File: config.mk
export PLATFORM = sky130hd
export DESIGN_NAME = alu_exec_flat
export DESIGN_NICKNAME = d
export VERILOG_FILES = /design/src/rtl/alu_exec_if.sv /design/src/rtl/alu_exec.sv /design/src/flat_wrapper.sv
export SDC_FILE = /design/constraint.sdc
export NUM_CORES = 1
export LEC_CHECK = 0
export BUFFER_PORTS_ARGS = -buffer_cell sky130_fd_sc_hd__buf_4
export CAP_MARGIN = 10
export CORE_MARGIN = 4
export CORE_UTILIZATION = 40
export CTS_BUF_LIST = sky130_fd_sc_hd__clkbuf_8 sky130_fd_sc_hd__clkbuf_16
export CTS_CLUSTER_SIZE = 16
export DETAILED_ROUTE_END_ITERATION = 10
export GPL_ROUTABILITY_DRIVEN = 0
export SYNTH_ARGS = -nofsm -noshare
export SYNTH_HDL_FRONTEND = slang
export SYNTH_SLANG_ARGS = --single-unit
File: constraint.sdc
create_clock -name clk -period 8.5 [get_ports clk]
set_input_delay 1.275 -clock clk [delete_from_list [all_inputs] [get_ports clk]]
set_output_delay 1.275 -clock clk [all_outputs]
set_load 0.02 [all_outputs]
File: src/rtl/alu_exec_if.sv
// Execute-stage ALU bus: operand/opcode inputs, combinational result,
// HI/LO registers, and the mult/div busy/done handshake.
interface alu_exec_if #(
    parameter int WIDTH = 32
);
    // Handshake: a mult/div launches on a clock edge where start=1,
    // flush=0, the op is MULT/DIV and busy=0; busy holds until the
    // result lands in Hi/Lo, and done pulses for the one cycle after that.
    logic             start;
    logic             flush;
    logic [3:0]       ALU_Control;
    logic [WIDTH-1:0] A;
    logic [WIDTH-1:0] B;
    logic [4:0]       shamt;
    logic [WIDTH-1:0] Result;
    logic             Zero;
    logic [WIDTH-1:0] Hi;
    logic [WIDTH-1:0] Lo;
    logic             busy;
    logic             done;
    logic [1:0]       dbg_state;

    modport master (
        output start, flush, ALU_Control, A, B, shamt,
        input  Result, Zero, Hi, Lo, busy, done, dbg_state
    );

    modport slave (
        input  start, flush, ALU_Control, A, B, shamt,
        output Result, Zero, Hi, Lo, busy, done, dbg_state
    );
endinterface

File: src/rtl/alu_exec.sv
// Execute-stage ALU: single-cycle logic/arith/shift ops plus an iterative
// signed MULT/DIV unit (WIDTH iterations) writing the HI/LO registers.
module alu_exec #(
    parameter int WIDTH = 32
) (
    input  logic       clk,
    input  logic       reset,
    alu_exec_if.slave  bus
);
    localparam int         CW      = $clog2(WIDTH) + 1;
    localparam logic [3:0] OP_MULT = 4'b0101;
    localparam logic [3:0] OP_DIV  = 4'b1011;

    typedef enum logic [1:0] {
        S_IDLE = 2'd0,
        S_RUN  = 2'd1,
        S_FIN  = 2'd2
    } state_t;

    state_t             r_state;
    state_t             w_next;
    logic [CW-1:0]      r_cnt;
    logic [2*WIDTH-1:0] r_acc;
    logic [WIDTH-1:0]   r_opnd;
    logic [WIDTH-1:0]   r_a_raw;
    logic               r_op_div;
    logic               r_sign_q;
    logic               r_sign_r;
    logic               r_b_zero;
    logic [WIDTH-1:0]   r_hi;
    logic [WIDTH-1:0]   r_lo;
    logic               r_done;

    logic [WIDTH-1:0]   w_result;
    logic               w_launch;
    logic               w_write;
    logic [WIDTH-1:0]   w_abs_a;
    logic [WIDTH-1:0]   w_abs_b;
    logic [WIDTH:0]     w_sum;
    logic [WIDTH:0]     w_rem_sh;
    logic [WIDTH+1:0]   w_diff;
    logic [2*WIDTH-1:0] w_acc_next;
    logic [2*WIDTH-1:0] w_prod;
    logic [WIDTH-1:0]   w_quot;
    logic [WIDTH-1:0]   w_rem;
    logic [WIDTH-1:0]   w_hi_fin;
    logic [WIDTH-1:0]   w_lo_fin;

    always_comb begin
        w_result = '0;
        case (bus.ALU_Control)
            4'b0000: w_result = bus.A & bus.B;
            4'b0001: w_result = bus.A | bus.B;
            4'b0010: w_result = bus.A + bus.B;
            4'b0110: w_result = bus.A - bus.B;
            4'b1100: w_result = ~(bus.A | bus.B);
            4'b0100: w_result = bus.A ^ bus.B;
            4'b0111: w_result = {{(WIDTH-1){1'b0}}, ($signed(bus.A) < $signed(bus.B))};
            4'b1000: w_result = bus.B << bus.shamt;
            4'b1001: w_result = bus.B >> bus.shamt;
            4'b1010: w_result = WIDTH'($signed(bus.B) >>> bus.shamt);
            default: w_result = '0;
        endcase
    end

    assign bus.Result    = w_result;
    assign bus.Zero      = (w_result == '0);
    assign bus.Hi        = r_hi;
    assign bus.Lo        = r_lo;
    assign bus.busy      = (r_state != S_IDLE);
    assign bus.done      = r_done;
    assign bus.dbg_state = r_state;

    assign w_launch = (r_state == S_IDLE) && bus.start && !bus.flush &&
                      ((bus.ALU_Control == OP_MULT) || (bus.ALU_Control == OP_DIV));
    assign w_write  = (r_state == S_FIN) && !bus.flush;

    always_comb begin
        w_next = r_state;
        case (r_state)
            S_IDLE:  if (w_launch) w_next = S_RUN;
            S_RUN: begin
                if (bus.flush)                          w_next = S_IDLE;
                else if (r_cnt == CW'(WIDTH - 1))       w_next = S_FIN;
            end
            S_FIN:   w_next = S_IDLE;
            default: w_next = S_IDLE;
        endcase
    end

    always_ff @(posedge clk or posedge reset) begin
        if (reset) r_state <= S_IDLE;
        else       r_state <= w_next;
    end

    assign w_abs_a = bus.A[WIDTH-1] ? -bus.A : bus.A;
    assign w_abs_b = bus.B[WIDTH-1] ? -bus.B : bus.B;

    // Multiply: r_acc = {partial, multiplier}, add in the top half then shift
    // right. Divide: r_acc = {remainder, dividend/quotient}, shift left and
    // keep the trial subtraction only if it does not borrow.
    assign w_sum    = {1'b0, r_acc[2*WIDTH-1:WIDTH]} + {1'b0, (r_acc[0] ? r_opnd : '0)};
    assign w_rem_sh = {r_acc[2*WIDTH-1:WIDTH], r_acc[WIDTH-1]};
    assign w_diff   = {1'b0, w_rem_sh} - {2'b00, r_opnd};

    always_comb begin
        if (!r_op_div)
            w_acc_next = {w_sum, r_acc[WIDTH-1:1]};
        else if (w_diff[WIDTH+1])
            w_acc_next = {w_rem_sh[WIDTH-1:0], r_acc[WIDTH-2:0], 1'b0};
        else
            w_acc_next = {w_diff[WIDTH-1:0], r_acc[WIDTH-2:0], 1'b1};
    end

    assign w_prod = r_sign_q ? -r_acc : r_acc;
    assign w_quot = r_sign_q ? -r_acc[WIDTH-1:0] : r_acc[WIDTH-1:0];
    assign w_rem  = r_sign_r ? -r_acc[2*WIDTH-1:WIDTH] : r_acc[2*WIDTH-1:WIDTH];

    always_comb begin
        w_hi_fin = w_prod[2*WIDTH-1:WIDTH];
        w_lo_fin = w_prod[WIDTH-1:0];
        if (r_op_div) begin
            w_hi_fin = r_b_zero ? r_a_raw : w_rem;
            w_lo_fin = r_b_zero ? '1      : w_quot;
        end
    end

    always_ff @(posedge clk or posedge reset) begin
        if (reset) begin
            r_cnt    <= '0;
            r_acc    <= '0;
            r_opnd   <= '0;
            r_a_raw  <= '0;
            r_op_div <= 1'b0;
            r_sign_q <= 1'b0;
            r_sign_r <= 1'b0;
            r_b_zero <= 1'b0;
            r_hi     <= '0;
            r_lo     <= '0;
            r_done   <= 1'b0;
        end else begin
            r_done <= w_write;
            if (w_launch) begin
                r_op_div <= (bus.ALU_Control == OP_DIV);
                r_opnd   <= (bus.ALU_Control == OP_DIV) ? w_abs_b : w_abs_a;
                r_acc    <= {{WIDTH{1'b0}}, ((bus.ALU_Control == OP_DIV) ? w_abs_a : w_abs_b)};
                r_a_raw  <= bus.A;
                r_sign_q <= bus.A[WIDTH-1] ^ bus.B[WIDTH-1];
                r_sign_r <= bus.A[WIDTH-1];
                r_b_zero <= (bus.B == '0);
                r_cnt    <= '0;
            end else if (r_state == S_RUN) begin
                r_acc <= w_acc_next;
                r_cnt <= r_cnt + 1'b1;
            end
            if (w_write) begin
                r_hi <= w_hi_fin;
                r_lo <= w_lo_fin;
            end
        end
    end
endmodule
File: src/flat_wrapper.sv
// flat-port wrapper written by rule: the top's interface ports become plain ports
module alu_exec_flat 
#(
    parameter int WIDTH = 32
)
  (clk, reset, bus_start, bus_flush, bus_ALU_Control, bus_A, bus_B, bus_shamt, bus_Result, bus_Zero, bus_Hi, bus_Lo, bus_busy, bus_done, bus_dbg_state);
  alu_exec_if #(.WIDTH(WIDTH)) bus_i ();
  input  logic clk;
  input  logic reset;
  input wire logic [$bits(bus_i.start)-1:0] bus_start;
  input wire logic [$bits(bus_i.flush)-1:0] bus_flush;
  input wire logic [$bits(bus_i.ALU_Control)-1:0] bus_ALU_Control;
  input wire logic [$bits(bus_i.A)-1:0] bus_A;
  input wire logic [$bits(bus_i.B)-1:0] bus_B;
  input wire logic [$bits(bus_i.shamt)-1:0] bus_shamt;
  output wire logic [$bits(bus_i.Result)-1:0] bus_Result;
  output wire logic [$bits(bus_i.Zero)-1:0] bus_Zero;
  output wire logic [$bits(bus_i.Hi)-1:0] bus_Hi;
  output wire logic [$bits(bus_i.Lo)-1:0] bus_Lo;
  output wire logic [$bits(bus_i.busy)-1:0] bus_busy;
  output wire logic [$bits(bus_i.done)-1:0] bus_done;
  output wire logic [$bits(bus_i.dbg_state)-1:0] bus_dbg_state;
  assign bus_i.start = bus_start;
  assign bus_i.flush = bus_flush;
  assign bus_i.ALU_Control = bus_ALU_Control;
  assign bus_i.A = bus_A;
  assign bus_i.B = bus_B;
  assign bus_i.shamt = bus_shamt;
  assign bus_Result = bus_i.Result;
  assign bus_Zero = bus_i.Zero;
  assign bus_Hi = bus_i.Hi;
  assign bus_Lo = bus_i.Lo;
  assign bus_busy = bus_i.busy;
  assign bus_done = bus_i.done;
  assign bus_dbg_state = bus_i.dbg_state;
  alu_exec #(.WIDTH(WIDTH)) u_core (.clk(clk), .reset(reset), .bus(bus_i));
endmodule
==> key figures <==
Synthesis
  • Cell count after synthesis: approximately 3400
  • Syn Area/Cell: ~7.7 um2
  • Cell Area, Synth: 0.0263 mm2
  • Top-count cell post-synth: nand2_1
  • Register bit total from synthesis: 204
  • EDFF count, synth: 0
  • Netlist cell types: 97
  • Syn_nets: 3691
  • Top_reg_cell synth: dfrtp_1
  • Area contributors post-synth: dfrtp_1 19%, ha_1 8.1%, o21ai_0 5.5%
  • Post-synth top area share: 0.194
  • Sequential-to-total area share from yosys stat: 0.194
  • Cell taking the most area after synthesis: dfrtp_1
  • Synth top cells by count: 346 x nand2_1, 305 x nor2_1, 289 x o21ai_0, 237 x a21oi_1, 217 x clkbuf_1
  • Asr flop ratio synth: 1.00
  • YS warnings: 0

Clocking
  • Setup bufs post-CTS: 0
  • CTS tree: built
  • Clock root cell: clkbuf_16
  • Sink Count: 204
  • Clock Path Buffers: 3
  • Cts bufs inserted: 23
  • Hold Buf Count CTS: 0
  • CTS H-Tree Depth: 1
  • Skew-Pair Late Insertion Delay: 540 ps
  • Clock slew at reported path FFs: 60 ps
  • PostCTS Resize Cnt: 0

Worst setup path
  • Buf+Inv Stages, Crit Path: 3
  • CP required: 7220 ps
  • Critical path class: primary input to output port
  • CP max stage cell: mux4_1
  • CP Launch Type: primary input
  • Origin of the worst setup path: bus_shamt[1]
  • Largest stage delay, worst path: between 600 and 700 ps
  • Worst-path cell chain: buf_4, buf_4, mux4_1, mux2i_1, o21a_1, o32ai_1, nor4_2, o311ai_1, or3_4, or4_4, nor4_2, nand4b_1, nor4_2, buf_4
  • Worst reg2reg startpoint: u_core.r_acc[0]$_DFFE_PP0P_
  • Family with the most delay on the worst path: simple AND/OR/NAND/NOR gates
  • CP Max Fanout: 59
  • Worst EP arrival: 5960 ps
  • CP endpoint kind: output port

Run
  • Max Cap Viol: 0

Floorplan
  • Die area: 0.0700 mm2
  • Die X-Extent: 265 um
  • # rows: 93
  • Effective utilization at floorplan: 0.407
  • Die height: 265 um
  • Core region area: 0.0648 mm2
  • Top-Level Pins: 178

STA
  • Slew @ Worst Pin: 1230 ps
  • Final Max Slew Viols: 0
  • Fin Clk Skew: ~15 ps
  • Final setup TNS: 0 ps
  • RSZ-0062 raised after global routing: no
  • Slew HR: 0.180
  • Tmin final: approximately 7200 ps
  • Hold Fails Final Rpt: 0
  • Top achievable clock speed: 138 MHz
  • Final setup vio count: 0
  • Final Cycle Share: 0.852

Power and ir drop
  • Seq pwr share: 0.254
  • Logic pwr share: 0.593
  • Sw Ratio: 0.494
  • Clk pwr share: 0.153
  • VDD IR max: 0.211 mV
  • Psw: ~3.4 mW
  • Pwr dens: 240 mW/mm2
  • P_leak: 12.2 nW
  • Internal power: 3.49 mW

Worst hold path
  • HP Start: u_core.bus.Hi[27]$_DFFE_PP0P_
  • Min-Delay Path Class: register to register

Finish
  • P&R area growth vs syn: 9.25%
  • Final core utilization: 0.444
  • Fin cells: 4282
  • Multi-input gate area: 0.0196 mm2
  • Ratio of cells with drive above 1 in the final layout: 0.121
  • Final net count: between 3000 and 4000
  • Seq. cell area: 0.00511 mm2
  • # fillers: 6657

Drt
  • Routed Antenna Nets: 0
  • Post-route DRC: 0
  • Detailed Route WL: 118 mm
  • Drt first-iter violations: 4052
  • Vias per cell: 6.66
  • Routed len/inst: around 28 um
  • Drt first pass iters: 11
  • Via count: 28500

Global routing
  • Global Route Usage Sum: 0.319
  • First-pass GRT wire length: 173 mm
  • Initial antenna violation count: 7
  • Remaining Overflow, GRT: 0
  • Maximum number of pins on one net before global-route repair: between 90 and 100
  • Vias in the first global route: 26300

Place
  • Buffers added on ports: 177
  • DP HPWL: 89.2 mm
  • Placed insts: 4237

Run status
  • Status: finished clean
-- cell type report --
cell class,count,area share
Multi-Input combinational cell,2803,0.680
Clock buffer,27,0.0219
Timing Repair Buffer,217,0.0566
Tap cell,855,0.0372
Sequential cell,204,0.178
Inverter,158,0.0209
Antenna cell,3,0.000261
Clock inverter,15,0.00561
-- worst min-delay path, cell delays in order, from the launching register on --
cell and delay [ps]:
dfrtp_1 340, nand2_1 50, o21ai_0 60
-- power groups by stage --
stage	registers (mW)	clock network (mW)	logic, mW
after CTS	1.73	1.08	4.01
after global routing	1.78	1.12	4.47
final	1.75	1.06	4.09
after global placement	1.74	0	3.98
after detailed placement	1.75	0	3.99
after floorplan	1.45	0	3.12
-- final timing paths --
check	slack, ps	depth (start not counted)	end
setup / recovery	1260	14	bus_Zero
hold / removal	480	2	u_core.bus.Hi[27]$_DFFE_PP0P_
setup reg to reg	3850	15	u_core.r_acc[62]$_DFFE_PP0P_
hold reg to reg	480	2	u_core.bus.Hi[27]$_DFFE_PP0P_
max in group asynchronous	6340	3	u_core.r_sign_q$_DFFE_PP0P_
min in group asynchronous	860	2	u_core.r_acc[46]$_DFFE_PP0P_
-- registers in the layout, summed over array words and instances (netlist names) --
register              flops
u_core.bus.dbg_state      2
u_core.bus.Lo            32
u_core.r_a_raw           31
u_core.r_acc             64
u_core.bus.Hi            32
u_core.r_sign_q           1
u_core.r_b_zero           1
u_core.r_opnd            32
u_core.bus.done           1
u_core.r_cnt              6
u_core.r_op_div           1
u_core.r_sign_r           1
-- per-stage QoR --
step           hold WS [ps]  total power, mW  setup WS [ps]  area [um2]
5_1_grt                 498             7.36           1100       28800
6_report                478             6.90           1260       28800
4_1_cts                 480             6.82           1470       28800
2_1_floorplan           445             4.57           1660       26300
3_3_place_gp            464             5.72           1540       28000
3_5_place_dp            471             5.74           1510       28000
-- cells by family after synthesis --
| family | count (synthesis) | synth area share |
|---|---|---|
| adders and majority gates | 174 | 0.0838 |
| AOI/OAI and AO/OA | 1158 | 0.291 |
| buffers and inverters | 433 | 0.0670 |
| and+or+nand+nor | 1082 | 0.197 |
| DFF | 204 | 0.194 |
| muxes | 193 | 0.103 |
| xor gates and xnor gates | 196 | 0.0652 |
-- cells in the final DEF (no fill, tap or decap), types with 48 or more instances in the layout --
master | netlist | final
xor2_1 | 71 | 71
mux2i_1 | 106 | 106
dfrtp_1 | 204 | 202
o211ai_1 | 64 | 64
nor2_1 | 305 | 302
o21ai_0 | 289 | 289
nand2_1 | 346 | 345
buf_4 | 8 | 217
a21oi_1 | 237 | 237
o31ai_1 | 53 | 53
a31oi_1 | 50 | 49
inv_1 | 150 | 152
nor3_1 | 66 | 65
ha_1 | 170 | 170
mux4_2 | 49 | 49
xnor2_1 | 125 | 125
nand3_1 | 77 | 77
o22ai_1 | 48 | 48
-- routing by layer --
metal / track usage / part of all wire / wire length (um) / vias up
li1: - / - / - / 12700
met1: 0.413 / 0.39 / 45900 / 13600
met2: 0.479 / 0.42 / 49800 / 1788
met3: 0.0721 / 0.11 / 12800 / 458
met4: 0.203 / 0.082 / 9680 / 6
met5: 0 / 0.00041 / 49 / -
No activity file was read; power rests on OpenSTA's default activity.
